File: src/rtl/ir_key_decoder.sv
// Pulse-distance IR receiver: measures leader/gap/bit runs on irda, latches the code,
// maps it to five game keys and drives valid/rdy/err. Optional IR_REPEAT_EN adds repeat frames.
module ir_key_decoder #(
  parameter int TICK_DIV   = 50,
  parameter int CNT_W      = 14,
  parameter int CODE_W     = 8,
  parameter int LEAD_MIN   = 8000,
  parameter int GAP_MIN    = 3500,
  parameter int REP_MIN    = 1800,
  parameter int BIT_THRESH = 1000,
  parameter int TIMEOUT    = 12000,
  parameter int RDY_CYC    = 4,
  parameter logic [CODE_W-1:0] KEY_BLUE   = CODE_W'('h04),
  parameter logic [CODE_W-1:0] KEY_YELLOW = CODE_W'('h06),
  parameter logic [CODE_W-1:0] KEY_GREEN  = CODE_W'('h02),
  parameter logic [CODE_W-1:0] KEY_RED    = CODE_W'('h03),
  parameter logic [CODE_W-1:0] KEY_POWER  = CODE_W'('h01)
) (
  input  logic              clk,
  input  logic              rst,
  input  logic              irda,
  output logic [CODE_W-1:0] code,
  output logic [4:0]        key,
  output logic              valid,
  output logic              rdy,
  output logic              err,
  output logic [1:0]        color
);

  localparam int PRE_W = (TICK_DIV > 1) ? $clog2(TICK_DIV) : 1;
  localparam int IDX_W = (CODE_W > 1) ? $clog2(CODE_W) : 1;
  localparam int RC_W  = $clog2(RDY_CYC + 1);

  localparam logic [PRE_W-1:0] PRE_LAST = PRE_W'(TICK_DIV - 1);
  localparam logic [IDX_W-1:0] IDX_LAST = IDX_W'(CODE_W - 1);
  localparam logic [RC_W-1:0]  RDY_LOAD = RC_W'(RDY_CYC - 1);
  localparam logic [CNT_W-1:0] LEAD_M   = CNT_W'(LEAD_MIN);
  localparam logic [CNT_W-1:0] GAP_M    = CNT_W'(GAP_MIN);
  localparam logic [CNT_W-1:0] THRESH_M = CNT_W'(BIT_THRESH);
  localparam logic [CNT_W-1:0] TMO_M    = CNT_W'(TIMEOUT);
`ifdef IR_REPEAT_EN
  localparam logic [CNT_W-1:0] REP_M    = CNT_W'(REP_MIN);
`endif

  // Packed key table, bit order of key: {power, red, green, yellow, blue}
  localparam logic [5*CODE_W-1:0] KEY_TAB = {KEY_POWER, KEY_RED, KEY_GREEN, KEY_YELLOW, KEY_BLUE};

  typedef enum logic [3:0] {
    IDLE, LEAD, GAP, MARK, SPACE, DONE, HOLD, ERR
`ifdef IR_REPEAT_EN
    , REPEAT
`endif
  } state_t;

  state_t state_reg, state_next;

  logic [1:0]        sync_reg;
  logic              irda_d_reg;
  logic [PRE_W-1:0]  pre_reg;
  logic [CNT_W-1:0]  cnt_reg;
  logic [CODE_W-1:0] shift_reg, shift_next;
  logic [IDX_W-1:0]  idx_reg, idx_next;
  logic [CODE_W-1:0] code_reg, code_next;
  logic [4:0]        key_reg, key_next;
  logic              valid_reg, valid_next;
  logic              rdy_reg, rdy_next;
  logic              err_reg, err_next;
  logic [RC_W-1:0]   rdy_cnt_reg, rdy_cnt_next;
  logic [1:0]        color_reg, color_next;
`ifdef IR_REPEAT_EN
  logic              flag_reg, flag_next;
`endif

  logic              irda_s, edge_det, rise, fall, tick, sat, bit_in;
  logic [CODE_W-1:0] shift_in, lookup_code;
  logic [4:0]        key_hit, key_sel;

  assign irda_s   = sync_reg[1];
  assign edge_det = irda_s ^ irda_d_reg;
  assign rise     = edge_det & irda_s;
  assign fall     = edge_det & ~irda_s;
  assign tick     = (pre_reg == PRE_LAST);
  assign sat      = (cnt_reg == TMO_M);
  assign bit_in   = (cnt_reg >= THRESH_M);
  assign shift_in = {shift_reg[CODE_W-2:0], bit_in};

`ifdef IR_REPEAT_EN
  assign lookup_code = (state_reg == REPEAT) ? code_reg : shift_in;
`else
  assign lookup_code = shift_in;
`endif

  genvar gi;
  generate
    for (gi = 0; gi < 5; gi++) begin : g_key
      assign key_hit[gi] = (lookup_code == KEY_TAB[gi*CODE_W +: CODE_W]);
    end
  endgenerate

  // Keep only the lowest matching bit so blue wins over yellow, and so on
  assign key_sel = key_hit & (~key_hit + 5'd1);

  always_ff @(posedge clk or negedge rst) begin
    if (!rst) begin
      sync_reg   <= 2'b11;
      irda_d_reg <= 1'b1;
      pre_reg    <= '0;
      cnt_reg    <= '0;
    end else begin
      sync_reg   <= {sync_reg[0], irda};
      irda_d_reg <= irda_s;
      pre_reg    <= tick ? '0 : pre_reg + PRE_W'(1);
      if (edge_det)
        cnt_reg <= '0;
      else if (tick && !sat)
        cnt_reg <= cnt_reg + CNT_W'(1);
    end
  end

  always_ff @(posedge clk or negedge rst) begin
    if (!rst) begin
      state_reg   <= IDLE;
      shift_reg   <= '0;
      idx_reg     <= '0;
      code_reg    <= '0;
      key_reg     <= '0;
      valid_reg   <= 1'b0;
      rdy_reg     <= 1'b0;
      err_reg     <= 1'b0;
      rdy_cnt_reg <= '0;
      color_reg   <= '0;
`ifdef IR_REPEAT_EN
      flag_reg    <= 1'b0;
`endif
    end else begin
      state_reg   <= state_next;
      shift_reg   <= shift_next;
      idx_reg     <= idx_next;
      code_reg    <= code_next;
      key_reg     <= key_next;
      valid_reg   <= valid_next;
      rdy_reg     <= rdy_next;
      err_reg     <= err_next;
      rdy_cnt_reg <= rdy_cnt_next;
      color_reg   <= color_next;
`ifdef IR_REPEAT_EN
      flag_reg    <= flag_next;
`endif
    end
  end

  // Outputs are computed on the transition into DONE/ERR so they appear with the state change
  always_comb begin
    state_next   = state_reg;
    shift_next   = shift_reg;
    idx_next     = idx_reg;
    code_next    = code_reg;
    key_next     = key_reg;
    valid_next   = 1'b0;
    rdy_next     = rdy_reg;
    rdy_cnt_next = rdy_cnt_reg;
    color_next   = color_reg;
    err_next     = 1'b0;
`ifdef IR_REPEAT_EN
    flag_next    = flag_reg;
`endif

    case (state_reg)
      IDLE: begin
        color_next = color_reg + 2'd1;
        if (fall)
          state_next = LEAD;
      end
      LEAD: begin
        if (rise)
          state_next = (cnt_reg >= LEAD_M) ? GAP : IDLE;
        else if (sat)
          state_next = ERR;
      end
      GAP: begin
        if (fall) begin
          if (cnt_reg >= GAP_M) begin
            state_next = MARK;
            idx_next   = '0;
          end
`ifdef IR_REPEAT_EN
          else if (cnt_reg >= REP_M)
            state_next = REPEAT;
`endif
          else
            state_next = ERR;
        end else if (sat) begin
          state_next = ERR;
        end
      end
      MARK: begin
        if (rise)
          state_next = SPACE;
        else if (sat)
          state_next = ERR;
      end
      SPACE: begin
        if (fall) begin
          shift_next = shift_in;
          if (idx_reg == IDX_LAST) begin
            state_next   = DONE;
            code_next    = lookup_code;
            key_next     = key_sel;
            valid_next   = 1'b1;
            rdy_next     = 1'b1;
            rdy_cnt_next = RDY_LOAD;
`ifdef IR_REPEAT_EN
            flag_next    = 1'b1;
`endif
          end else begin
            idx_next   = idx_reg + IDX_W'(1);
            state_next = MARK;
          end
        end else if (sat) begin
          state_next = ERR;
        end
      end
`ifdef IR_REPEAT_EN
      REPEAT: begin
        if (rise) begin
          if (flag_reg) begin
            state_next   = DONE;
            key_next     = key_sel;
            valid_next   = 1'b1;
            rdy_next     = 1'b1;
            rdy_cnt_next = RDY_LOAD;
          end else begin
            state_next = ERR;
          end
        end else if (sat) begin
          state_next = ERR;
        end
      end
`endif
      DONE, HOLD: begin
        if (rdy_cnt_reg == '0) begin
          state_next = IDLE;
          rdy_next   = 1'b0;
        end else begin
          rdy_cnt_next = rdy_cnt_reg - RC_W'(1);
          state_next   = HOLD;
        end
      end
      ERR: state_next = IDLE;
      default: state_next = IDLE;
    endcase

    if (state_next == ERR && state_reg != ERR)
      err_next = 1'b1;
  end

  assign code  = code_reg;
  assign key   = key_reg;
  assign valid = valid_reg;
  assign rdy   = rdy_reg;
  assign err   = err_reg;
  assign color = color_reg;

endmodule
File: config.mk
export PLATFORM = sky130hd
export DESIGN_NAME = ir_key_decoder
export DESIGN_NICKNAME = d
export VERILOG_FILES = /design/src/rtl/ir_key_decoder.sv
export SDC_FILE = /design/constraint.sdc
export NUM_CORES = 1
export LEC_CHECK = 0
export ABC_AREA = 1
export BUFFER_PORTS_ARGS = -buffer_cell sky130_fd_sc_hd__buf_2
export CAP_MARGIN = 20
export CORE_ASPECT_RATIO = 1.2
export CORE_MARGIN = 5
export CORE_UTILIZATION = 50
export CTS_CLUSTER_DIAMETER = 150
export DETAILED_ROUTE_END_ITERATION = 10
export GPL_TIMING_DRIVEN = 0
export PLACE_DENSITY = 0.67
export SYNTH_ARGS = -nofsm -noshare
export SYNTH_HDL_FRONTEND = slang
export SYNTH_SLANG_ARGS = --single-unit
File: constraint.sdc
create_clock -name clk -period 2.4 [get_ports clk]
set_clock_uncertainty 0.05 [all_clocks]
set_input_delay 0.6 -clock clk [delete_from_list [all_inputs] [get_ports clk]]
set_output_delay 0.6 -clock clk [all_outputs]
set_load 0.05 [all_outputs]
* Word level (Yosys, flattened, before mapping)
Index checks and enable logic that the tools add are counted.
** Word-level totals
- Flip-flop bits (word level) :: 58
- Bits of input ports :: 3
- Output and inout port bits :: 18
- Word-level logic and storage cells :: 97
** Operators by class
- Add/subtract/negate cells :: 6
- Order comparisons :: 3
- Equality and inequality tests :: 23
- Muxes and demuxes :: 31
- Bitwise operators :: 6
- Reduce and logical (&&, ||, !) cells :: 14
** Operator list (number)
- $mux W3 :: 10
- $mux W14 :: 2
- $mux W4 :: 6
- $pmux W4 S6 :: 1
- $eq A4 B3 Y1 const B :: 4
- $eq A8 B2 Y1 const B :: 2
- $eq A8 B3 Y1 const B :: 2
- $add A14 B1 Y14 const B :: 1
- $eq A14 B14 Y1 const B :: 1
- $ge A14 B10 Y1 const B :: 1
- $ge A14 B12 Y1 const B :: 1
- $ge A14 B13 Y1 const B :: 1
- $ne A2 B2 Y1 const B :: 7
- $pmux W3 S2 :: 2
- $eq A4 B2 Y1 const B :: 2
- $eq A8 B1 Y1 const B :: 1
- $reduce_and A4 Y1 :: 2
- $mux W1 :: 7
- $add A6 B1 Y6 const B :: 1
- $eq A6 B6 Y1 const B :: 1
- $mux W6 :: 1
- $reduce_bool A2 Y1 :: 3
- $add A5 B1 Y5 const B :: 1
- $and A5 B5 Y5 :: 1
- 20 further kinds :: 22

* Logic depth before layout (Yosys ltp)
- Depth after elaboration :: 7
- Gate-level depth with buffers :: 11
- Mapped depth without buffers :: 11

* Least setup slack after synthesis
Ideal clock, no wire load.
- Path kind :: register -> register
- From :: reg sync_reg[1]
- To :: reg code_reg[1] (netlist: code[1])
- Library setup time :: 0.119 ns
- Data arrival time :: 1.482 ns
- Setup slack :: 0.749 ns
- Cell stages (with the launch flop) :: 9
- Buffers on the path :: 1
- Period minus slack after synthesis :: 1.651 ns
- Cells stage by stage :: dfstp_2 > inv_1 > ha_1 > inv_1 > nor2_8 > nand2_2 > buf_6 > inv_4 > o21a_1
** On the way
- Cells in the longest elaborated chain, start to end :: 3
- Elaborated cells between the ends (all ways) :: 4
- Classes of those cells :: bitwise: 3; reduce/logical: 1
** Ends and longest elaborated chain
- start, declared :: RTL line 57 : logic [1:0] sync_reg;
- start signal, assigned :: RTL line 110 : sync_reg <= {sync_reg[0], irda};
- $xor A1 B1 Y1 / $not A1 Y1 (equally long branches) :: RTL line 79, 81
- $and A1 B1 Y1 (*) :: RTL line 81 : assign fall = edge_det & ~irda_s;
- $reduce_and A3 Y1 (no source line) (*)
- end signal, assigned :: RTL line 139 : code_reg <= code_next;
- end, declared :: RTL line 63 : logic [CODE_W-1:0] code_reg, code_next;
Every way passes the cells marked *; elsewhere a longest branch is shown, timed or not.
A chain may end at the register's enable or synchronous reset.

* Worst setup path in the final report
- From :: reg cnt_reg[0]
- To :: reg cnt_reg[11]
** On the way
- Cells in the longest elaborated chain, start to end :: 4
- Elaborated cells between the ends (all ways) :: 7
- Classes of those cells :: add/sub: 1; eq/ne: 1; mux: 2; reduce/logical: 3
** Ends and longest elaborated chain
- start, declared :: RTL line 60 : logic [CNT_W-1:0] cnt_reg;
- start signal, assigned :: RTL line 116 : cnt_reg <= cnt_reg + CNT_W'(1);
- branches (longest 4 deep; another with $add A14 B1 Y14)
Parallel ways; which one is timed is not known. The select of a mux whose other input is x is not followed.

==> flow_summary.json <==
{
  "run_status": "completed",
  "use_met2_pct": 28.1,
  "synth_ff_type": "dfrtp_1",
  "clock-sinks": 58,
  "cts_buffers": 9,
  "rsz0062_at_grt": "false",
  "pwr_density_cell_nw_per_um2": 621,
  "crit_path_end_kind": "flip-flop",
  "synth-seq-area-share_pct": 47.4,
  "synth_area_um2": 3070,
  "final_hold_viol_count": 0,
  "vias": 2430,
  "fp-row-count": 31,
  "htreeDepth": 3,
  "setup_viol": 0,
  "r2r-start": "cnt_reg[0]$_DFFE_PN0P_",
  "synth_edf_count": 0,
  "io_buffers": 20,
  "ir_drop_mv": 0.431,
  "gr-usage-met1_pct": 21.6,
  "cts_root_buffer": "clkbuf_8",
  "wire_per_inst_um": 12.0,
  "vias_per_cell": 4.87,
  "max_slew_margin_pct": 55.4,
  "grt_pass1_wl_um": 10300,
  "cts_buffer_depth": 2,
  "clk_latency_ns": 0.33,
  "async_flop_share_pct": 100,
  "grt_busiest_layer": "met2",
  "dp_cells": 483,
  "yosysTopAreaCell": "dfrtp_1",
  "ioPinCount": 21,
  "synthTopCellsByArea": "dfrtp_1, nand2_1, inv_1",
  "synthMostInstantiatedCell": "nand2_1",
  "crit_fanout": 10,
  "grtUsageTotal_pct": 17.2,
  "wirelength_um": 6010,
  "final_nets": 425,
  "hpwlAfterDp_um": 4590,
  "timing.hold.ws_ns": 0.255,
  "grt_overflow": 0,
  "rrSetupSlack_ns": 0.60,
  "setup_ws_ns": 0.601,
  "layout.cells.non_filler": 499,
  "initialDrtViolationCount": 119,
  "antenna_found_initial": 0,
  "cts_setup_buffers": 0,
  "grt_pass1_vias": 2343,
  "slew_viol_final": 0,
  "final_layout_size_suffix_gt1_share_pct": 18.5,
  "netlist_instances": 380,
  "crit_type": "reg -> reg",
  "initial_utilization_pct": 51.0,
  "pre_cts_ws_ns": 0.603,
  "final_antenna_net_count": 0,
  "core_area_um2": 6010,
  "clkTransAtPathRegs_ns": 0.06,
  "crit_start": "cnt_reg[0]$_DFFE_PN0P_",
  "post-route-min-period_ns": 1.80,
  "die_w_um": 81.5,
  "cp-start-kind": "flip-flop",
  "insertedDiodeCount": 0,
  "place_congestion": 0.931,
  "largest_reg_flops": 14,
  "drv_cap": 0,
  "cellLeakagePower_nw": 1.81,
  "worst_pin_slew_ns": 0.669,
  "finalCritPeriodShare_pct": 75.0,
  "synth_top_area_share_pct": 44.9,
  "tritoncts": "yes",
  "timing.setup.tns_ns": 0,
  "cp.arrival_ns": 1.96,
  "ys_ff_latch": 58,
  "yosysWarningCount": 0,
  "cts.repair.resized": 0,
  "syn_nets": 393,
  "first_pass_iters": 4,
  "area_delta_synth_final_pct": 14.4,
  "dieArea_um2": 7810,
  "fmax_ghz": 0.556,
  "grtUsageMet3_pct": 5.06,
  "synthTopCellsByCount": "nand2_1, inv_1, dfrtp_1",
  "drc": 0,
  "min_path_type": "in -> async",
  "synth_area_per_cell_um2": 8.07,
  "grt_max_degree": 31,
  "cts_hold_buf": 0,
  "dieHeight_um": 95.8,
  "required_ns": 2.56,
  "synthDistinctLibCells": 30
}
[worst max-delay path, stage by stage, from the launching register on]
cell and delay (ns):
dfrtp_1 0.40, inv_1 0.17, ha_1 0.20, nand3_1 0.09, nor2_1 0.16, nand2_2 0.13, nand2_4 0.13, nand2_4 0.08
buf_6 0.16, nand2_2 0.07, o21ai_2 0.04
[stage by stage]
stage | total power [W] | instance area (µm²) | util [%]
3_5_place_dp | 0.00122 | 3290 | 54.7
3_3_place_gp | 0.00121 | 3270 | 54.4
6_report | 0.00218 | 3510 | 58.4
5_1_grt | 0.00228 | 3510 | 58.4
2_1_floorplan | 0.00116 | 3070 | -
4_1_cts | 0.00221 | 3510 | 58.4
[cell families after synthesis]
logic type,Yosys count,synth area share (%)
DFF,58,47.4
AOI/OAI and AO/OA,47,8.81
adders and majority gates,10,4.08
xor gates and xnor gates,5,1.43
other,1,0.122
and+or+nand+nor,192,29.2
buffers and inverters,67,8.89
[final timing paths]
kind / endpoint / depth (start not counted)
setup reg to reg: cnt_reg[11]$_DFFE_PN0P_ / 10
setup / recovery: cnt_reg[11]$_DFFE_PN0P_ / 10
hold reg to reg: sync_reg[1]$_DFF_PN1_ / 0
hold / removal: cnt_reg[3]$_DFFE_PN0P_ / 1
max in group asynchronous: valid$_DFF_PN0_ / 2
min in group clk: sync_reg[1]$_DFF_PN1_ / 0
[final cells by class]
cell class	count	area (µm²)
Buffer	5	37.5
Clock buffer	11	141
Clock inverter	5	77.6
Fill cell	551	2500
Inverter	62	235
Multi-Input combinational cell	255	1340
Sequential cell	58	1460
Tap cell	82	103
Timing Repair Buffer	21	120
[per-layer routing]
| metal | vias to the layer above | wire length (µm) |
|---|---|---|
| met5 | - | 0 |
| met4 | 0 | 70 |
| met3 | 6 | 163 |
| met2 | 32 | 2890 |
| met1 | 1121 | 2880 |
| li1 | 1271 | - |
[placed cells by master, fill, tap and decap left out, types with 9 or more instances in the layout]
cell type,count
nand4_1,9
nand3_1,36
nand2_1,81
o21ai_0,15
clkbuf_8,10
o21ai_1,10
inv_1,57
a21oi_1,11
nor2_1,41
ha_1,10
dfrtp_1,55
buf_2,23
[power by group]
part	leakage (nW)	switching [W]	internal [W]	total, W
clock	0.109	0.000373	0.000609	0.000982
sequential	0.776	0.0000179	0.00101	0.00103
combinational	0.929	0.000127	0.0000440	0.000171
total	1.81	0.000517	0.00166	0.00218
No activity file was read; power rests on OpenSTA's default activity.
